## config.mk

```make
export PLATFORM = sky130hd
export DESIGN_NAME = decoder
export DESIGN_NICKNAME = d
export VERILOG_FILES = /design/src/rtl/decoder.sv
export SDC_FILE = /design/constraint.sdc
export NUM_CORES = 1
export LEC_CHECK = 0
export CAP_MARGIN = 20
export CORE_UTILIZATION = 40
export DETAILED_ROUTE_END_ITERATION = 7
export SETUP_SLACK_MARGIN = 0.05
export SYNTH_ARGS = -nofsm -noshare
export SYNTH_HDL_FRONTEND = slang
export SYNTH_SLANG_ARGS = --single-unit
```

## constraint.sdc

```tcl
create_clock -name clock -period 2.2 [get_ports clock]
set_clock_uncertainty 0.05 [all_clocks]
set_input_delay 0.44 -clock clock [delete_from_list [all_inputs] [get_ports clock]]
set_output_delay 0.44 -clock clock [all_outputs]
set_load 0.005 [all_outputs]
```

## src/rtl/decoder.sv

```systemverilog
// Optical line receiver: recovers fixed-format frames (start, FRAME_SIZE data bits MSB first, stop)
// from an oversampled photodetector level and presents them with irq/error/overrun flags.
`ifndef FRAME_SIZE
`define FRAME_SIZE 16
`endif

module decoder #(
    parameter int FRAME_SIZE = `FRAME_SIZE,
    parameter int BIT_PERIOD = 4
) (
    input  logic                  clock,
    input  logic                  reset,
    input  logic                  enable,
    input  logic                  sensor,
    input  logic                  ack,
    output logic [FRAME_SIZE-1:0] data,
    output logic                  irq,
    output logic                  error,
    output logic                  overrun
);

    localparam int HALF  = BIT_PERIOD / 2;
    localparam int CNT_W = (BIT_PERIOD > 1) ? $clog2(BIT_PERIOD) : 1;
    localparam int IDX_W = (FRAME_SIZE > 1) ? $clog2(FRAME_SIZE) : 1;

    localparam logic [CNT_W-1:0] CNT_HALF_LAST = CNT_W'(HALF - 1);
    localparam logic [CNT_W-1:0] CNT_BIT_LAST  = CNT_W'(BIT_PERIOD - 1);
    localparam logic [CNT_W-1:0] CNT_ONE       = CNT_W'(1);
    localparam logic [IDX_W-1:0] IDX_LAST      = IDX_W'(FRAME_SIZE - 1);
    localparam logic [IDX_W-1:0] IDX_ONE       = IDX_W'(1);

    typedef enum logic [2:0] {
        IDLE,
        START,
        DATA,
        STOP,
        WAIT_LOW
    } state_t;

    state_t                  state_reg, state_next;
    logic [CNT_W-1:0]        cnt_reg, cnt_next;
    logic [IDX_W-1:0]        idx_reg, idx_next;
    logic [FRAME_SIZE-1:0]   shift_reg, shift_next;
    logic [FRAME_SIZE-1:0]   data_reg, data_next;
    logic                    irq_reg, irq_next;
    logic                    error_reg, error_next;
    logic                    overrun_reg, overrun_next;
    logic                    sync1_reg;
    logic                    sensor_s;
    logic                    frame_good;
    logic                    frame_bad;

    // Two-flop synchronizer: the raw level is asynchronous to clock.
    always_ff @(posedge clock) begin
        if (reset) begin
            sync1_reg <= 1'b0;
            sensor_s  <= 1'b0;
        end else begin
            sync1_reg <= sensor;
            sensor_s  <= sync1_reg;
        end
    end

    always_comb begin
        state_next = state_reg;
        cnt_next   = cnt_reg;
        idx_next   = idx_reg;
        shift_next = shift_reg;
        frame_good = 1'b0;
        frame_bad  = 1'b0;

        if (!enable) begin
            state_next = IDLE;
            cnt_next   = '0;
            idx_next   = '0;
        end else begin
            case (state_reg)
                IDLE: begin
                    if (sensor_s) begin
                        state_next = START;
                        cnt_next   = '0;
                    end
                end
                START: begin
                    // Re-check at mid start bit so single-clock glitches are ignored.
                    if (cnt_reg == CNT_HALF_LAST) begin
                        cnt_next = '0;
                        if (sensor_s) begin
                            state_next = DATA;
                            idx_next   = '0;
                        end else begin
                            state_next = IDLE;
                        end
                    end else begin
                        cnt_next = cnt_reg + CNT_ONE;
                    end
                end
                DATA: begin
                    if (cnt_reg == CNT_BIT_LAST) begin
                        shift_next = {shift_reg[FRAME_SIZE-2:0], sensor_s};
                        cnt_next   = '0;
                        idx_next   = idx_reg + IDX_ONE;
                        if (idx_reg == IDX_LAST) begin
                            state_next = STOP;
                        end
                    end else begin
                        cnt_next = cnt_reg + CNT_ONE;
                    end
                end
                STOP: begin
                    if (cnt_reg == CNT_BIT_LAST) begin
                        cnt_next = '0;
                        if (!sensor_s) begin
                            frame_good = 1'b1;
                            state_next = IDLE;
                        end else begin
                            frame_bad  = 1'b1;
                            state_next = WAIT_LOW;
                        end
                    end else begin
                        cnt_next = cnt_reg + CNT_ONE;
                    end
                end
                WAIT_LOW: begin
                    // A line stuck high must not be re-framed; wait for idle first.
                    if (!sensor_s) begin
                        state_next = IDLE;
                    end
                end
                default: begin
                    state_next = IDLE;
                end
            endcase
        end
    end

    // Flag/data update: a completion in the same cycle as ack takes precedence.
    always_comb begin
        data_next    = data_reg;
        irq_next     = irq_reg;
        error_next   = error_reg;
        overrun_next = overrun_reg;

        if (frame_good) begin
            if (irq_reg && !ack) begin
                overrun_next = 1'b1;
            end else begin
                data_next = shift_reg;
                irq_next  = 1'b1;
                if (ack) begin
                    error_next   = 1'b0;
                    overrun_next = 1'b0;
                end
            end
        end else if (frame_bad) begin
            error_next = 1'b1;
            if (ack) begin
                irq_next     = 1'b0;
                overrun_next = 1'b0;
            end
        end else if (ack) begin
            irq_next     = 1'b0;
            error_next   = 1'b0;
            overrun_next = 1'b0;
        end
    end

    always_ff @(posedge clock) begin
        if (reset) begin
            state_reg   <= IDLE;
            cnt_reg     <= '0;
            idx_reg     <= '0;
            shift_reg   <= '0;
            data_reg    <= '0;
            irq_reg     <= 1'b0;
            error_reg   <= 1'b0;
            overrun_reg <= 1'b0;
        end else begin
            state_reg   <= state_next;
            cnt_reg     <= cnt_next;
            idx_reg     <= idx_next;
            shift_reg   <= shift_next;
            data_reg    <= data_next;
            irq_reg     <= irq_next;
            error_reg   <= error_next;
            overrun_reg <= overrun_next;
        end
    end

    assign data    = data_reg;
    assign irq     = irq_reg;
    assign error   = error_reg;
    assign overrun = overrun_reg;

endmodule

```

==> After elaboration in Yosys (flattened, before gate mapping) <==
Index checks and enable logic that the tools add are counted.
{ "totals": {"word_cells": 78, "ff_bits": 46, "input_bits": 5} }
{ "op_classes": {"muxes": 35, "n_addsub": 2, "n_reduce_logical": 14, "eq_ne": 15, "bitwise": 2} }
{ "op_table": {"columns": ["op", "n"], "rows": [
  ["3-bit 2-to-1 mux", 7],
  ["1-bit 2-to-1 mux", 18],
  ["2-bit != test (second input constant)", 8],
  ["3-bit one-hot mux with 5 select lines", 1],
  ["4-bit 2-to-1 mux", 3],
  ["2-bit 2-to-1 mux", 4],
  ["4-bit one-hot mux with 2 select lines", 1],
  ["3-bit by 2-bit == test with 1-bit output (second input constant)", 2],
  ["2-bit one-hot mux with 3 select lines", 1],
  ["2-bit AND reduction", 3],
  ["6-bit AND reduction", 1],
  ["4-bit by 1-bit adder with 4-bit output (second input constant)", 1],
  ["4-bit == test (second input constant)", 1],
  ["4-bit AND reduction", 1],
  ["2-bit nonzero test", 2],
  ["2-bit OR reduction", 2],
  ["3-bit by 1-bit == test with 1-bit output (second input constant)", 1],
  ["3-bit == test (second input constant)", 1],
  ["3-bit logical NOT", 1],
  ["3-bit AND reduction", 1],
  ["3-bit nonzero test", 1],
  ["2-bit by 1-bit adder with 2-bit output (second input constant)", 1],
  ["2-bit by 1-bit == test with 1-bit output (second input constant)", 1],
  ["2-bit == test (second input constant)", 1],
  ["3 further kinds", 4]
]} }

==> Logic depth before layout (Yosys ltp) <==
Gate-level depths: netlist of the first run.
{ "logic_depth": {"ltp_word": 6, "mapped_depth": 6, "depth_no_buf": 6} }

==> Worst setup path after synthesis of the first run <==
Ideal clock, no wire load.
{ "synth_path": {"kind": "register -> register", "startpoint": "reg cnt_reg[0]", "endpoint": "reg data_reg[13] (netlist: data[13])", "t_arrival_ns": 1.674, "setup_time_ns": 0.128, "n_path_buf": 1, "path_stages_with_launch": 7, "path_slack_ns": 0.348, "required_ns": 2.022, "cell_sequence": "dfxtp_1 > ha_1 > nand3_4 > nor4_4 > buf_6 > mux2i_1 > nor2_1"} }
{ "synth_via": {"elab_chain_cells": 5} }
{ "synth_rtl": {"columns": ["element", "line_no", "rtl"], "rows": [
  ["start, declared", "41", "logic [CNT_W-1:0] cnt_reg, cnt_next;"],
  ["start signal, assigned", "180", "cnt_reg <= cnt_next;"],
  ["2-bit == test", "111", "if (cnt_reg == CNT_BIT_LAST) begin"],
  ["1-bit 2-to-1 mux", "111", null],
  ["1-bit 2-to-1 mux", "77", "case (state_reg)"],
  ["1-bit 2-to-1 mux", "72", "if (!enable) begin"],
  ["2-bit AND reduction (no source line)", null, null],
  ["end signal, assigned", "183", "data_reg <= data_next;"],
  ["end, declared", "44", "logic [FRAME_SIZE-1:0] data_reg, data_next;"]
]} }
No other way between the ends.
A chain may end at the register's enable or synchronous reset.

==> Final worst setup path of the first run <==
{ "layout_path": {"startpoint": "reg state_reg[1]", "endpoint": "reg state_reg[1]"} }
{ "layout_via": {"elab_chain_cells": 3} }
{ "layout_rtl": {"columns": ["element", "line_no", "rtl"], "rows": [
  ["start, declared", "40", "state_t state_reg, state_next;"],
  ["start signal, assigned", "179", "state_reg <= state_next;"],
  ["3-bit by 2-bit == test with 1-bit output, or another cell as far along", "77", null],
  ["2-bit != test (no source line)", null, null],
  ["6-bit AND reduction (no source line)", null, null]
]} }
Parallel ways exist; a longest one is shown, timed or not.

==> impl_results.md, run 1 <==
* Status: finished, violations left
* Nets@finish at 243
* Antenna violations before repair at 0
* PwrDens at ~600 nW/um^2
* Starting Density at 42.6%
* First-pass GRT wire length at between 6000 and 7000 um
* DP Wirelength at 2270 um
* Critical Path Source Type: flip-flop
* Drt drc at 2
* # resized after CTS at 0
* Area contributors post-synth: dfxtp_1, mux2i_1, nand2_1, a21oi_1, nor2_1
* Count of final max-slew check failures at 0
* Storage element area at 921 um^2
* Post-synth EDFFs at 0
* FP Rows at 24
* Ant. Diodes at 0
* Netlist cell types at 37
* Placed Instance Area at approximately 2200 um^2
* Synthesized cell area at ~1900 um^2
* Min-delay src: sync1_reg
* Largest net degree at the start of global routing at 38
* Worst Path Required at 2.34 ns
* Post-synth top cells: dfxtp_1, nand2_1, nor2_1
* Clock buffer depth at 2
* GRT overflow at 0
* Worst Path Max Fanout at 12
* Slew margin rel. at about two thirds
* Number of global-route vias before repair at 1431
* Multi-input logic area at ~900 um^2
* WHS Path Cells at 1
* P&R area growth vs syn at 19.8%
* Final instance area at 2270 um^2
* Pre-antenna DRT Iters at 6
* Worst-Margin Slew at 0.510 ns
* Yosys top cell area share at 48.7%
* Syn_area_per_cell at ~9.0 um^2
* Post-synth top area cell: dfxtp_1
* Worst min-delay path category: flip-flop to flip-flop
* IO Count at 24
* Setup TNS at 0 ns
* Sequential-to-total area share from yosys stat at around half
* #FFs+latches synth at 46
* Fin crit share at a little under nine tenths
* Synth async-reset ratio at 0%
* RR Startpoint: state_reg[1]
* Hold EP: sensor_s
* Clk sinks at 46
* Final min period at 1.88 ns
* Fmax at 532 MHz
* Layout cells sized above 1 at roughly 8%
* Die width at 70.8 um
* Final hold vios at 0
* CTS tree: built
* Violated checks: DRC
* Detailed Route Iter0 Violations at 62
* Routed Wire Length at 3610 um
* Static Leak at 0.744 nW
* # H-tree levels at 2
* Tot GR Track Use at 15.6%
* Fin util at 51.0%
* Detail Route Antenna Nets at 0
* Drt wl/cell at roughly 13 um
* Fillers at 431
* Flop-to-flop setup slack at 0.32 ns
* RSZ-0062 raised after global routing: no
* IO Port Bufs at 23
* Most frequent cell after synthesis: dfxtp_1
* Syn nets at 219
* CTS Hold Bufs at 0
* Max Cap Viol at 0
* # Post-CTS Setup Buffers at 0
* WS Path Type: flip-flop to flip-flop
* Count of final setup violators at 0
* Gate Count Post-Synth at 210
* GPL Wtd Cong at slightly above 0.7
* Final setup margin at 0.320 ns
* Setup crit end kind: flip-flop
* Vias at approximately 1500
* Reg2reg path depth at 4
* Num CTS Buffers at 5
* WHS at slightly below 0.4 ns
* Ys Warns at 0
* Top FF cell, synth: dfxtp_1
* Critical path arrival at between 2 and 2.5 ns
* Worst-Skew Late Latency at 0.30 ns
* Core Area at 4440 um^2
* Via/cell ratio at ~5.2
* CTS root buffer: clkbuf_8
* Chip height at 70.8 um
* Worst r2r dst: state_reg[1]
* Die area at between 5000 and 6000 um^2
* Reg clk slew, reported paths at 0.08 ns
* Dpl ws at 0.165 ns
* Max IR drop VDD at ~0.00037 V
[cell usage in the layout (no fill, tap or decap), drive strengths merged]
master	instances
nor4	1
and2	1
a41oi	1
nand2b	4
mux2i	17
o211ai	1
a22oi	1
nor3b	2
and3	1
or3	1
o21ba	1
ha	4
clkdlybuf4s50	23
mux2	2
nand3b	1
or2b	1
inv	3
clkinv	2
nor2b	5
o311a	1
nand4b	1
nor2	23
o2bb2ai	1
a21o	1
o32a	1
nand3	4
nand2	39
a21oi	21
a311oi	2
buf	6
o21ai	3
and2b	1
nor3	5
o22ai	2
dfxtp	46
clkbuf	5
[stage by stage]
step                      instances  power (mW)
after floorplan                 210       0.886
after global placement          279       0.905
after detailed placement        279       0.905
after CTS                       286        1.40
after global routing            286        1.43
final                           286        1.37
[worst max-delay path by stage]
stage | from | end | slack [ns] | cells past startpoint
after floorplan | cnt_reg[0] | data[13] | 0.35 | 6
after global placement | enable | data[10] | 0.18 | 6
after detailed placement | enable | data[3] | 0.17 | 6
after CTS | state_reg[1] | state_reg[1] | 0.28 | 4
after global routing | state_reg[1] | idx_reg[3] | 0.15 | 4
final | state_reg[1] | state_reg[1] | 0.32 | 4
[where the power goes]
| part | switching, mW | internal (mW) |
|---|---|---|
| Combinational | 0.0269 | 0.0190 |
| Sequential | 0.00393 | 0.835 |
| Clock | 0.270 | 0.213 |
| Total | 0.301 | 1.07 |
[cell type report]
type / instances / share of cell area, %
sequential: 46 / 40.6
multi-input combinational: 149 / 39.8
timing repair buffer: 29 / 12.7
clock buffer: 5 / 3.04
tap: 52 / 2.87
inverter: 3 / 0.497
clock inverter: 2 / 0.442
[critical path: stages (launching register included)]
cell	delay, ns
dfxtp_1	0.57
nor3b_1	0.50
nand2_1	0.12
o211ai_1	0.17
mux2_2	0.37
[per-layer routing]
metal / vias up / routed length [um] / GRT usage [%]
li1: 760 / - / -
met1: 703 / 1770 / 19.7
met2: 22 / 1640 / 25.0
met3: 8 / 129 / 2.99
met4: 0 / 77 / 9.11
met5: - / 0 / 0
[kinds of logic (layout without fill, tap and decap cells)]
family,count (synthesis),after routing,synth area share [%]
AO/OA/AOI/OAI,36,36,11.6
AND/OR/NAND/NOR,90,90,23.3
buffers and inverters,15,39,3.57
adder cells (fa/ha/maj),4,4,2.65
multiplexers,19,19,10.2
flip-flops,46,46,48.7
(Power assumes the default switching activity.)
==> run 2: changes to the inputs <==
--- a/config.mk
+++ b/config.mk
@@ -9,6 +9,7 @@
 export CORE_UTILIZATION = 40
 export DETAILED_ROUTE_END_ITERATION = 7
 export SETUP_SLACK_MARGIN = 0.05
+export SKIP_CTS_REPAIR_TIMING = 1
 export SYNTH_ARGS = -nofsm -noshare
 export SYNTH_HDL_FRONTEND = slang
 export SYNTH_SLANG_ARGS = --single-unit
==> results of run 2 <==
Final layout, timing and power as in run 1 (identical DEF).
==> run 3: changes to the inputs <==
--- a/config.mk
+++ b/config.mk
@@ -8,6 +8,7 @@
 export CAP_MARGIN = 20
 export CORE_UTILIZATION = 40
 export DETAILED_ROUTE_END_ITERATION = 7
+export PLACE_DENSITY = 0.7
 export SETUP_SLACK_MARGIN = 0.05
 export SKIP_CTS_REPAIR_TIMING = 1
 export SYNTH_ARGS = -nofsm -noshare
==> run 3 against run 2 <==
  * The flow still finishes with violations (DRC)
  * Utilization rose by 0.11 points
  * Die area did not move
  * Combinational power fell by 4%
  * Worst hold slack got worse by 0.0057 ns
  * Via count fell by 0.80%
  * Fmax rose by 2.6%
  * Power rose by 0.53%
  * Register-to-register slack improved by 0.05 ns
  * Cell count did not move
  * Critical path depth did not move
  * Non-clock buffer count did not move
==> impl_results.md, run 3 (same netlist as run 1, synthesis figures left out) <==
* Final std cells w/o fill at 286 (unchanged)
* Die area at 5010 um^2 (unchanged)
* Detailed Route Iter0 Violations at 120 (+94%)
* Reg clk slew, reported paths at 0.08 ns (about the same)
* Antenna violations before repair at 0 (unchanged)
* Die width at 70.8 um (unchanged)
* Delay-heaviest family, CP: simple AND/OR/NAND/NOR gates
* Critical Path Source Type: flip-flop
* Max IR drop VDD at 0.000390 V (+6.0%)
* Hold EP: sensor_s
* RSZ-0062 raised after global routing: no
* Detail Route Antenna Nets at 0 (unchanged)
* Setup TNS at 0 ns (unchanged)
* Min-delay src: sync1_reg
* Count of final max-slew check failures at 0 (unchanged)
* Flop-to-flop setup slack at 0.37 ns (+0.05 ns)
* Worst min-delay path category: flip-flop to flip-flop
* DP Wirelength at 2320 um (+2.5%)
* Worst-Margin Slew at 0.490 ns (-0.0194 ns)
* IO Count at 24 (unchanged)
* Worst Path Required at 2.34 ns (about the same)
* Most common cell after layout, fill and taps aside: dfxtp_1
* Fin crit share at 83.3% (-2.2 points)
* First-pass GRT wire length at 6080 um (-2.2%)
* PwrDens at 605 nW/um^2 (+0.31%)
* Ant. Diodes at 0 (unchanged)
* FP Rows at 24 (unchanged)
* IO Port Bufs at 23 (unchanged)
* Placed insts at 279 (unchanged)
* Tot GR Track Use at 15.4% (-0.23 points)
* Via/cell ratio at 5.18 (-0.80%)
* Core Area at 4440 um^2 (unchanged)
* Drt drc at 2 (unchanged)
* Clk sinks at 46 (unchanged)
* Count of final setup violators at 0 (unchanged)
* CP cell instances: nor3b_1 > nand2_1 > o211ai_1 > mux2_2
* Nets@finish at 243 (unchanged)
* Worst Path Max Fanout at 12 (unchanged)
* Largest net degree at the start of global routing at 38 (unchanged)
* Final min period at 1.83 ns (-0.0479 ns)
* Dpl ws at 0.0943 ns (-0.0708 ns)
* GPL Wtd Cong at 0.801 (+12%)
* Layout cells sized above 1 at 8.12% (unchanged)
* Commonest cells after routing, fill and taps aside: dfxtp_1, nand2_1, nor2_1, clkdlybuf4s50_1, a21oi_1
* RR Startpoint: state_reg[1]
* # H-tree levels at 2 (unchanged)
* Final setup margin at 0.368 ns (+0.0479 ns)
* Final hold vios at 0 (unchanged)
* Max stage delay cell, worst path: dfxtp_1
* CTS root buffer: clkbuf_8
* Setup crit end kind: flip-flop
* Vias at 1481 (-0.80%)
* Status: finished, violations left
* Reg2reg path depth at 4 (unchanged)
* WHS Path Cells at 1 (unchanged)
* GRT overflow at 0 (unchanged)
* Clock buffer depth at 2 (unchanged)
* Pre-antenna DRT Iters at 6 (unchanged)
* Fmax at 546 MHz (+2.6%)
* Worst r2r dst: state_reg[1]
* CTS tree: built
* P&R area growth vs syn at 20.1%
* WS Path Type: flip-flop to flip-flop
* Violated checks: DRC
* Fin util at 51.1% (+0.11 points)
* Drt wl/cell at 12.4 um (-1.7%)
* Routed Wire Length at 3550 um (-1.7%)
* Crit path largest cell delay at 0.55 ns (-0.02 ns)
* Num CTS Buffers at 5 (unchanged)
* Number of global-route vias before repair at 1388 (-3.0%)
* Fillers at 433 (+0.46%)
* Slew margin rel. at 67.2% (+1.3 points)
* Static Leak at 0.737 nW (-0.92%)
* Max Cap Viol at 0 (unchanged)
* Worst-Skew Late Latency at 0.29 ns (about the same)
* Critical path arrival at 1.97 ns (-0.06 ns)
* Worst path bufs/invs at 0 (unchanged)
* Starting Density at 42.6% (unchanged)
* Chip height at 70.8 um (unchanged)
==> run 3: layout make-up <==
cell class | instances | area (um^2) | area share, %
sequential | 46 | 921 | 40.5
multi-input combinational | 149 | 903 | 39.8
timing repair buffer | 29 | 288 | 12.7
clock buffer | 5 | 68.8 | 3.03
tap | 52 | 65.1 | 2.86
clock inverter | 2 | 15.0 | 0.661
inverter | 3 | 11.3 | 0.496
==> run 3: worst max path at each step <==
| stage | to | slack (ns) | cells after the start | start |
|---|---|---|---|---|
| after floorplan | data[13] | 0.35 | 6 | cnt_reg[0] |
| after global placement | data[2] | 0.14 | 6 | enable |
| after global routing | state_reg[1] | 0.22 | 4 | state_reg[1] |
| final | state_reg[1] | 0.37 | 4 | state_reg[1] |
| after CTS | data[0] | 0.35 | 6 | cnt_reg[0] |
| after detailed placement | data[6] | 0.09 | 6 | enable |
==> run 3: per-stage QoR <==
| step | hold WS, ns | total power [mW] | cell area [um^2] |
|---|---|---|---|
| after global routing | 0.417 | 1.43 | 2270 |
| final | 0.392 | 1.38 | 2270 |
| after detailed placement | 0.376 | 0.903 | 2190 |
| after floorplan | 0.364 | 0.886 | 1890 |
| after CTS | 0.395 | 1.39 | 2270 |
| after global placement | 0.379 | 0.903 | 2190 |
==> run 3: where the power goes <==
part           leakage [nW]  total [mW]  switching, mW  internal [mW]
Clock                0.0362       0.493          0.276          0.217
Combinational         0.330      0.0442         0.0263         0.0180
Sequential            0.371       0.839        0.00372          0.835
Total                 0.737        1.38          0.306           1.07
==> run 3: per-layer routing <==
metal  vias up  track usage (%)  wire length [um]
met5         -                0                 0
met4         0             4.67                46
met3         5             4.99               160
met2        29             26.1              1650
met1       684             18.7              1700
li1        763                -                 -
